File: config.mk
export PLATFORM = sky130hd
export DESIGN_NAME = radar_scan_sequencer
export DESIGN_NICKNAME = d
export VERILOG_FILES = /design/src/rtl/radar_pkg.sv /design/src/rtl/sweep_angle_stepper.sv /design/src/rtl/radar_scan_sequencer.sv
export SDC_FILE = /design/constraint.sdc
export NUM_CORES = 1
export LEC_CHECK = 0
export BUFFER_PORTS_ARGS = -buffer_cell sky130_fd_sc_hd__buf_2
export CORE_MARGIN = 2
export CORE_UTILIZATION = 55
export DETAILED_ROUTE_END_ITERATION = 16
export GPL_ROUTABILITY_DRIVEN = 0
export MAX_ROUTING_LAYER = met4
export PLACE_DENSITY_LB_ADDON = 0.2
export SETUP_SLACK_MARGIN = 0.4
export SYNTH_ARGS = -nofsm -noshare
export SYNTH_HDL_FRONTEND = slang
export SYNTH_SLANG_ARGS = --single-unit
File: constraint.sdc
create_clock -name clk -period 2.6 [get_ports clk]
set_input_delay 0.39 -clock clk [delete_from_list [all_inputs] [get_ports clk]]
set_output_delay 0.39 -clock clk [all_outputs]
set_load 0.03 [all_outputs]
File: src/rtl/radar_pkg.sv
// Shared definitions for the radar scan path: FSM encoding, default widths
// and constants reused by servo, sensor and VGA blocks.
package radar_pkg;

  typedef enum logic [2:0] {
    ST_IDLE   = 3'd0,
    ST_SETTLE = 3'd1,
    ST_TRIG   = 3'd2,
    ST_WAIT   = 3'd3,
    ST_WRITE  = 3'd4,
    ST_NEXT   = 3'd5
  } scan_state_t;

  localparam int unsigned N_STEPS_DEF = 16;
  localparam int unsigned ANGLE_W_DEF = 4;
  localparam int unsigned DIST_W_DEF  = 16;
  localparam int unsigned CLK_HZ      = 100_000_000;

  localparam logic [DIST_W_DEF-1:0] NO_ECHO = {DIST_W_DEF{1'b1}};

endpackage

File: src/rtl/sweep_angle_stepper.sv
// Holds the commanded servo angle and sweep direction; advances one
// ping-pong step per strobe, turning around at both endpoints.
module sweep_angle_stepper
  import radar_pkg::*;
#(
  parameter int unsigned N_STEPS = N_STEPS_DEF,
  parameter int unsigned ANGLE_W = ANGLE_W_DEF
) (
  input  logic               clk,
  input  logic               rst,
  input  logic               step,
  output logic [ANGLE_W-1:0] angle_idx,
  output logic               sweep_dir
);

  localparam logic [ANGLE_W-1:0] ANGLE_MAX = ANGLE_W'(N_STEPS - 1);

  always_ff @(posedge clk or negedge rst) begin
    if (!rst) begin
      angle_idx <= '0;
      sweep_dir <= 1'b0;
    end else if (step) begin
      // Endpoints turn around immediately so they are measured only once.
      if (!sweep_dir && angle_idx == ANGLE_MAX) begin
        sweep_dir <= 1'b1;
        angle_idx <= ANGLE_W'(N_STEPS - 2);
      end else if (sweep_dir && angle_idx == '0) begin
        sweep_dir <= 1'b0;
        angle_idx <= ANGLE_W'(1);
      end else if (sweep_dir) begin
        angle_idx <= angle_idx - ANGLE_W'(1);
      end else begin
        angle_idx <= angle_idx + ANGLE_W'(1);
      end
    end
  end

endmodule

File: src/rtl/radar_scan_sequencer.sv
// Radar sweep sequencer: settle, trigger, await echo or timeout, write the
// distance into the per-angle scan buffer, then step the servo.
//
// state  | meaning
// IDLE   | stopped, angle held, waiting for enable
// SETTLE | servo settling after an angle change
// TRIG   | one-cycle measurement start
// WAIT   | waiting for meas_done or timeout
// WRITE  | one-cycle scan-buffer write
// NEXT   | stop or advance to the next angle
module radar_scan_sequencer
  import radar_pkg::*;
#(
  parameter int unsigned N_STEPS        = N_STEPS_DEF,
  parameter int unsigned ANGLE_W        = ANGLE_W_DEF,
  parameter int unsigned DIST_W         = DIST_W_DEF,
  parameter int unsigned SETTLE_CYCLES  = 2_000_000,
  parameter int unsigned TIMEOUT_CYCLES = 3_000_000
) (
  input  logic               clk,
  input  logic               rst,
  input  logic               enable,
  output logic [ANGLE_W-1:0] angle_idx,
  output logic               meas_start,
  input  logic               meas_done,
  input  logic [DIST_W-1:0]  meas_dist,
  output logic               wr_en,
  output logic [ANGLE_W-1:0] wr_addr,
  output logic [DIST_W-1:0]  wr_data,
  output logic               sweep_dir,
  output logic               busy,
  output logic               timeout_flag,
  output logic               frame_done
);

  localparam int unsigned MAX_CYC = (SETTLE_CYCLES > TIMEOUT_CYCLES) ? SETTLE_CYCLES : TIMEOUT_CYCLES;
  localparam int unsigned CNT_W   = $clog2(MAX_CYC + 1);
  localparam logic [ANGLE_W-1:0] ANGLE_MAX = ANGLE_W'(N_STEPS - 1);

  scan_state_t        state, next_state;
  logic [CNT_W-1:0]   cnt;
  logic               step;
  logic               expired;
  logic               meas_start_d, wr_en_d, busy_d, timeout_flag_d, frame_done_d;
  logic [ANGLE_W-1:0] wr_addr_d;
  logic [DIST_W-1:0]  wr_data_d;

  assign step    = (state == ST_NEXT) && enable;
  assign expired = (cnt == '0);

  sweep_angle_stepper #(
    .N_STEPS (N_STEPS),
    .ANGLE_W (ANGLE_W)
  ) u_stepper (
    .clk       (clk),
    .rst       (rst),
    .step      (step),
    .angle_idx (angle_idx),
    .sweep_dir (sweep_dir)
  );

  always_ff @(posedge clk or negedge rst) begin
    if (!rst) state <= ST_IDLE;
    else      state <= next_state;
  end

  always_comb begin
    next_state = state;
    case (state)
      ST_IDLE:   if (enable) next_state = ST_SETTLE;
      ST_SETTLE: if (expired) next_state = ST_TRIG;
      ST_TRIG:   next_state = ST_WAIT;
      ST_WAIT:   if (meas_done || expired) next_state = ST_WRITE;
      ST_WRITE:  next_state = ST_NEXT;
      ST_NEXT:   next_state = enable ? ST_SETTLE : ST_IDLE;
      default:   next_state = ST_IDLE;
    endcase
  end

  // Shared down-counter: settle time, then echo timeout.
  always_ff @(posedge clk or negedge rst) begin
    if (!rst) begin
      cnt <= '0;
    end else if ((state == ST_IDLE || state == ST_NEXT) && enable) begin
      cnt <= CNT_W'(SETTLE_CYCLES);
    end else if (state == ST_TRIG) begin
      cnt <= CNT_W'(TIMEOUT_CYCLES - 1);
    end else if ((state == ST_SETTLE || state == ST_WAIT) && !expired) begin
      cnt <= cnt - CNT_W'(1);
    end
  end

  always_comb begin
    meas_start_d   = (next_state == ST_TRIG);
    wr_en_d        = (next_state == ST_WRITE);
    busy_d         = (next_state != ST_IDLE);
    wr_addr_d      = wr_addr;
    wr_data_d      = wr_data;
    timeout_flag_d = timeout_flag;
    frame_done_d   = 1'b0;
    if (state == ST_IDLE && enable) timeout_flag_d = 1'b0;
    if (state == ST_WAIT) begin
      // meas_done takes priority over a coincident expiry.
      if (meas_done) begin
        wr_data_d = meas_dist;
      end else if (expired) begin
        wr_data_d      = {DIST_W{1'b1}};
        timeout_flag_d = 1'b1;
      end
    end
    if (next_state == ST_WRITE) begin
      wr_addr_d    = angle_idx;
      frame_done_d = (!sweep_dir && angle_idx == ANGLE_MAX) || (sweep_dir && angle_idx == '0);
    end
  end

  always_ff @(posedge clk or negedge rst) begin
    if (!rst) begin
      meas_start   <= 1'b0;
      wr_en        <= 1'b0;
      wr_addr      <= '0;
      wr_data      <= '0;
      busy         <= 1'b0;
      timeout_flag <= 1'b0;
      frame_done   <= 1'b0;
    end else begin
      meas_start   <= meas_start_d;
      wr_en        <= wr_en_d;
      wr_addr      <= wr_addr_d;
      wr_data      <= wr_data_d;
      busy         <= busy_d;
      timeout_flag <= timeout_flag_d;
      frame_done   <= frame_done_d;
    end
  end

endmodule
* Yosys cells after proc, flatten, opt, wreduce, memory -nomap -nowiden *
Cells that the tools add are included.

storage, ports and cells
  bits in registers = 55

cells by class
  equal/unequal tests = 8
  muxes and demuxes = 20
  reductions and logical operators = 21
  $add $sub $neg = 3

operator list
  cell                   number
  $mux 22                3
  $mux 16                2
  $logic_not 22->1       1
  $sub 22x1->22 const B  1
  $pmux 3 s6             1
  $mux 4                 3
  $eq 3x2->1 const B     3
  $eq 3x3->1 const B     3
  $mux 3                 3
  $mux 1                 8
  $logic_and 1x1->1      6
  $reduce_bool 3->1      2
  $add 4x1->4 const B    1
  $eq 4x4->1 const B     1
  $logic_not 4->1        1
  $logic_or 1x1->1       4
  $reduce_and 2->1       2
  $reduce_bool 2->1      2
  $sub 4x1->4 const B    1
  $eq 3x1->1 const B     1
  $logic_not 3->1        1
  $logic_not 1->1        2

* Logic depth before layout (Yosys ltp) *
  depth after elaboration = 6
  mapped depth = 8

* Hierarchy *
From an unflattened synthesis, not the netlist that was laid out.

unflattened totals
  cell total of the unflattened synthesis = 267
  area, all modules = 2771.4 um^2

by module, submodules not included
  module                times used  cells an instance  area an instance (um^2)  seq. area each (um^2)
  radar_scan_sequencer  1           231                2426.1                   1251.2
  sweep_angle_stepper   1           36                 345.3                    125.1

* Worst setup path before layout *
OpenSTA, ideal clock, no wires.

  path type = reg-to-reg
  start point = register cnt[17]
  end point = register wr_addr[3]
  data required time = 2472 ps
  period minus slack after synthesis = 2230 ps
  arrival = 2102 ps
  cell stages (with the launch flop) = 8
  setup slack = 370 ps
  cells stage by stage = dfrtp_1 -> or4_4 -> nor2_1 -> and4_1 -> buf_4 -> o21a_4 -> buf_6 -> mux2_1

on the way
  word-level cells in the longest chain between the ends = 5
  elaborated cells on any way between the ends = 6
  those cells by class = eq/ne: 1; mux: 3; reduce/logical: 2

RTL lines
  what                    RTL line                     source
  start, declared         radar_scan_sequencer.sv:41   logic [CNT_W-1:0] cnt;
  start signal, assigned  radar_scan_sequencer.sv:85   cnt <= CNT_W'(SETTLE_CYCLES);
  start signal, assigned  radar_scan_sequencer.sv:87   cnt <= CNT_W'(TIMEOUT_CYCLES - 1);
  start signal, assigned  radar_scan_sequencer.sv:89   cnt <= cnt - CNT_W'(1);
  $logic_not 22->1 *      radar_scan_sequencer.sv:49   assign expired = (cnt == '0);
  $logic_or 1x1->1        radar_scan_sequencer.sv:73   ST_WAIT: if (meas_done || expired) next_state = ST_WRITE;
  $mux 3                  radar_scan_sequencer.sv:73
  $pmux 3 s6 *            radar_scan_sequencer.sv:69   case (state)
  $eq 3x3->1 *            radar_scan_sequencer.sv:111  if (next_state == ST_WRITE) begin
  end signal, assigned    radar_scan_sequencer.sv:129  wr_addr <= wr_addr_d;
  end, declared           radar_scan_sequencer.sv:28   output logic [ANGLE_W-1:0] wr_addr,

Mark *: on every way between the ends. The rest lies on a longest branch, timed or not.
A chain may end at the register's enable or synchronous reset.

* Worst setup path in the final report *
  start point = register cnt[18]
  end point = register cnt[14]

on the way
  word-level cells in the longest chain between the ends = 4

RTL lines
  what                         RTL line                    source
  $logic_not 22->1             radar_scan_sequencer.sv:49
  $logic_not 1->1              radar_scan_sequencer.sv:88  end else if ((state == ST_SETTLE || state == ST_WAIT) && !expired) begin
  $logic_and 1x1->1            radar_scan_sequencer.sv:88
  $reduce_bool 3->1 (no line)  -

No other way between the ends.

==> run_summary.xml <==
<?xml version="1.0" encoding="UTF-8"?>
<metrics>
  <group name="clock_tree">
    <metric name="worstSkewPairLatency" unit="ns">0.31</metric>
    <metric name="post_cts_hold_fix_bufs" unit="">0</metric>
    <metric name="cts_tree" unit="">built</metric>
    <metric name="clockBufferDepth" unit="">2</metric>
    <metric name="tritoncts.num_buffers" unit="">5</metric>
    <metric name="htree_num_levels" unit="">2</metric>
    <metric name="clock_sink_count" unit="">55</metric>
    <metric name="clock-root-buffer" unit="">clkbuf_8</metric>
    <metric name="clk_transition_reported_paths" unit="ns">0.10</metric>
  </group>
  <group name="setup_path">
    <metric name="worst-endpoint-arrival" unit="ns">2.33</metric>
    <metric name="critical_path.startpoint" unit="">cnt[18]</metric>
    <metric name="crit-reg2reg-launch" unit="">cnt[18]</metric>
    <metric name="reg2reg_setup_slack" unit="ns">0.45</metric>
    <metric name="timing.critical_path.from_type" unit="">flop</metric>
    <metric name="criticalPathCategory" unit="">reg2reg</metric>
    <metric name="end_kind" unit="">flop</metric>
    <metric name="cp-endpoint" unit="">cnt[14]</metric>
    <metric name="worst_ep_required_time" unit="ns">2.78</metric>
    <metric name="worstRegToRegCells" unit="">5</metric>
    <metric name="r2r_end" unit="">cnt[14]</metric>
    <metric name="cp_max_fo" unit="">8</metric>
  </group>
  <group name="cells_and_area">
    <metric name="num-nets-final" unit="">343</metric>
    <metric name="drive_gt1_share" unit="%">30.4</metric>
    <metric name="insertedDiodeCount" unit="">0</metric>
    <metric name="number_of_standard_cells_in_the_layout_taps_in_and_fillers_out" unit="">386</metric>
    <metric name="layout_area_overhead" unit="%">18.1</metric>
    <metric name="fillCellCount" unit="">381</metric>
  </group>
  <group name="floorplan">
    <metric name="design.portCount" unit="">50</metric>
    <metric name="starting_utilization_of_the_core_area" unit="%">57.9</metric>
    <metric name="number_of_rows_in_the_core_area" unit="">25</metric>
    <metric name="placeableCoreArea" unit="um^2">4820</metric>
    <metric name="horizontal_die_dimension" unit="um">75.2</metric>
    <metric name="die_height" unit="um">75.2</metric>
    <metric name="dieArea" unit="um^2">5660</metric>
  </group>
  <group name="power">
    <metric name="power.leakage" unit="nW">1.51</metric>
    <metric name="powerDensity" unit="nW/um^2">585</metric>
    <metric name="largest_voltage_drop_on_the_vdd_net" unit="mV">0.357</metric>
  </group>
  <group name="route">
    <metric name="detailedRoute.firstPassIterationCount" unit="">4</metric>
    <metric name="detail-route-antenna-nets" unit="">0</metric>
    <metric name="average_detailed_routed_wire_length_per_instance" unit="um">15.7</metric>
    <metric name="drt_drc_violations_left" unit="">0</metric>
    <metric name="dr.first_iter.drc_count" unit="">217</metric>
    <metric name="drt-vias-per-instance" unit="">5.78</metric>
    <metric name="route.final.wire_length" unit="um">6070</metric>
    <metric name="route.vias.total" unit="">2230</metric>
  </group>
  <group name="global_route">
    <metric name="global_route.overflow_total" unit="">0</metric>
    <metric name="maximum_number_of_pins_on_one_net_before_global_route_repair" unit="">34</metric>
    <metric name="grt_pass1_vias" unit="">2054</metric>
    <metric name="global_route_wire_length_before_repair" unit="um">9690</metric>
    <metric name="antenna_found_initial" unit="">0</metric>
    <metric name="grt_util_all_layers" unit="%">23.2</metric>
  </group>
  <group name="synthesis">
    <metric name="post-synth-top-area-cell" unit="">dfrtp_1</metric>
    <metric name="yosys_most_used_dff" unit="">dfrtp_1</metric>
    <metric name="ys_seq_elements" unit="">55</metric>
    <metric name="syn_area" unit="um^2">2790</metric>
    <metric name="synth_top_area_share" unit="%">49.3</metric>
    <metric name="synthesis.instances" unit="">256</metric>
    <metric name="post_synthesis_sequential_area_ratio" unit="%">49.3</metric>
    <metric name="syn-mean-instance-area" unit="um^2">10.9</metric>
    <metric name="ys.warnings.count" unit="">0</metric>
    <metric name="postSynth.asyncResetShare" unit="%">100</metric>
    <metric name="synthesis.nets" unit="">280</metric>
    <metric name="top_area_cells_in_the_synthesized_netlist" unit="">dfrtp_1 (49%), o22a_1 (5.0%), nand2_1 (3.1%), a21oi_1 (2.5%), buf_6 (2.4%)</metric>
    <metric name="synth_edf_count" unit="">0</metric>
    <metric name="synth_cell_type_count" unit="">55</metric>
  </group>
  <group name="timing">
    <metric name="worst_clock_skew" unit="ns">0.00608</metric>
    <metric name="hold_violations" unit="">0</metric>
    <metric name="fin_crit" unit="ns">2.15</metric>
    <metric name="timing_max_transition_violations_final" unit="">0</metric>
    <metric name="max_slew.worst_pin.slew" unit="ns">0.632</metric>
    <metric name="final.setup.tns" unit="ns">0</metric>
    <metric name="slew-limit-headroom" unit="%">57.7</metric>
    <metric name="timing.fmax" unit="MHz">464</metric>
    <metric name="share_of_the_clock_period_used_by_the_worst_path_after_layout" unit="%">82.8</metric>
    <metric name="rsz0062_at_grt" unit="">yes</metric>
    <metric name="setup-violations-final" unit="">0</metric>
  </group>
  <group name="placed_design">
    <metric name="port_buffers" unit="">49</metric>
    <metric name="place.detailed.hpwl" unit="um">4250</metric>
    <metric name="dp_cells" unit="">370</metric>
  </group>
  <group name="run">
    <metric name="max_cap_violations" unit="">0</metric>
  </group>
  <group name="outcome">
    <metric name="result_of_the_run" unit="">completed</metric>
  </group>
  <group name="worst_hold_path">
    <metric name="holdCritPathClass" unit="">in2async</metric>
  </group>
</metrics>
## placed cells by master, fill, tap and decap left out, types with 5 or more instances in the layout
cell      synthesis  layout
a21oi_1          14      14
buf_2             0      49
buf_4             3      18
clkbuf_8          0       5
dfrtp_1          55      55
inv_1             8       8
nand2_1          23      23
nand3_1           5       5
nor2_1           11      10
nor2b_1           5       5
nor3_1            8       8
o21ai_0          13      11
o22a_1           16      16
xnor2_1           7       7
xor2_1            5       5
## flip-flops by register name, indices dropped and copies added (netlist names), 3 cells and up
register / cells
wr_data: 16
state: 3
cnt: 22
u_stepper.angle_idx: 4
wr_addr: 4
## per-stage QoR
step	hold slack (ns)	total power, mW	worst slack [ns]	instance area [um^2]	utilization (%)
6_report	0.0483	1.93	0.446	3290	68.4
5_1_grt	0.0726	2.02	0.342	3290	68.4
4_1_cts	0.0653	1.93	0.414	3220	66.8
3_5_place_dp	0.399	1.38	0.401	3110	64.5
3_3_place_gp	0.396	1.36	0.423	3110	64.5
2_1_floorplan	0.0944	1.27	0.400	2810	-
## kinds of logic after synthesis
| logic type | share of synthesized area (%) |
|---|---|
| simple gates | 19.0 |
| xor+xnor | 3.77 |
| buf+inv | 4.71 |
| mux | 2.69 |
| flops | 49.3 |
| compound gates | 18.4 |
| fa+ha+maj | 2.06 |
## how the worst min path moves through the flow
stage	to	slack, ns	cells after the start
floorplan	busy	0.09	0
global placement	cnt[11]	0.40	2
detailed placement	cnt[10]	0.40	2
CTS	cnt[11]	0.07	2
global route	cnt[11]	0.07	2
finish	cnt[11]	0.05	2
## where the power goes
part | internal (mW) | switching [mW] | total, mW | leakage, nW
registers | 0.940 | 0.114 | 1.05 | 0.688
logic | 0.158 | 0.156 | 0.314 | 0.767
clock network | 0.282 | 0.277 | 0.559 | 0.0502
## routing by layer
layer  vias to the layer above  share of wire, %  global-route usage [%]  wire, um
met5                         -                 0                       -         0
met2                        70                46                    34.7      2800
met3                         6               4.0                    4.02       243
li1                       1069                 -                       -         -
met4                         0              0.97                    6.04        59
met1                      1085                49                    33.0      2970
## final cells by class
class	count	area [um^2]	share of cell area (%)
flip-flops and latches	55	1380	41.8
clock inverters	2	37.5	1.14
clock buffers	5	68.8	2.09
repair buffers	67	380	11.5
inverters	8	30.0	0.912
multi-input cells	182	1320	40.0
well taps	67	83.8	2.54
## what timing repair did
action	CTS	global route
gates cloned	0	1
endpoints found under the setup margin	3	13
pin swaps	1	7
setup buffers	0	8
resized for setup	2	4
## synth_stat cells, drive strengths merged, types with 2 or more instances
| library cell | n |
|---|---|
| nor2 | 12 |
| or3 | 5 |
| a31oi | 4 |
| inv | 8 |
| ha | 3 |
| o22a | 16 |
| dfrtp | 55 |
| a21oi | 14 |
| nand2 | 23 |
| a311o | 2 |
| xor2 | 5 |
| and2 | 3 |
| o31ai | 2 |
| nor2b | 5 |
| nor4 | 5 |
| or2 | 2 |
| clkbuf | 3 |
| o21a | 2 |
| nor4b | 4 |
| a2111oi | 2 |
| o211ai | 4 |
| nand3b | 3 |
| a2111o | 2 |
| nand4b | 3 |
| nand3 | 5 |
| o21ai | 13 |
| nor3 | 8 |
| a221o | 2 |
| mux2i | 3 |
| buf | 9 |
| mux2 | 4 |
| xnor2 | 7 |
| a31o | 2 |
| or4 | 3 |
| a21o | 2 |
## critical path: stages (launching register included)
cell      delay (ns)
dfrtp_1         0.41
or4_4           0.54
or4_4           0.57
o211ai_1        0.25
xor2_1          0.18
a21oi_1         0.08
No activity file was read; power rests on OpenSTA's default activity.
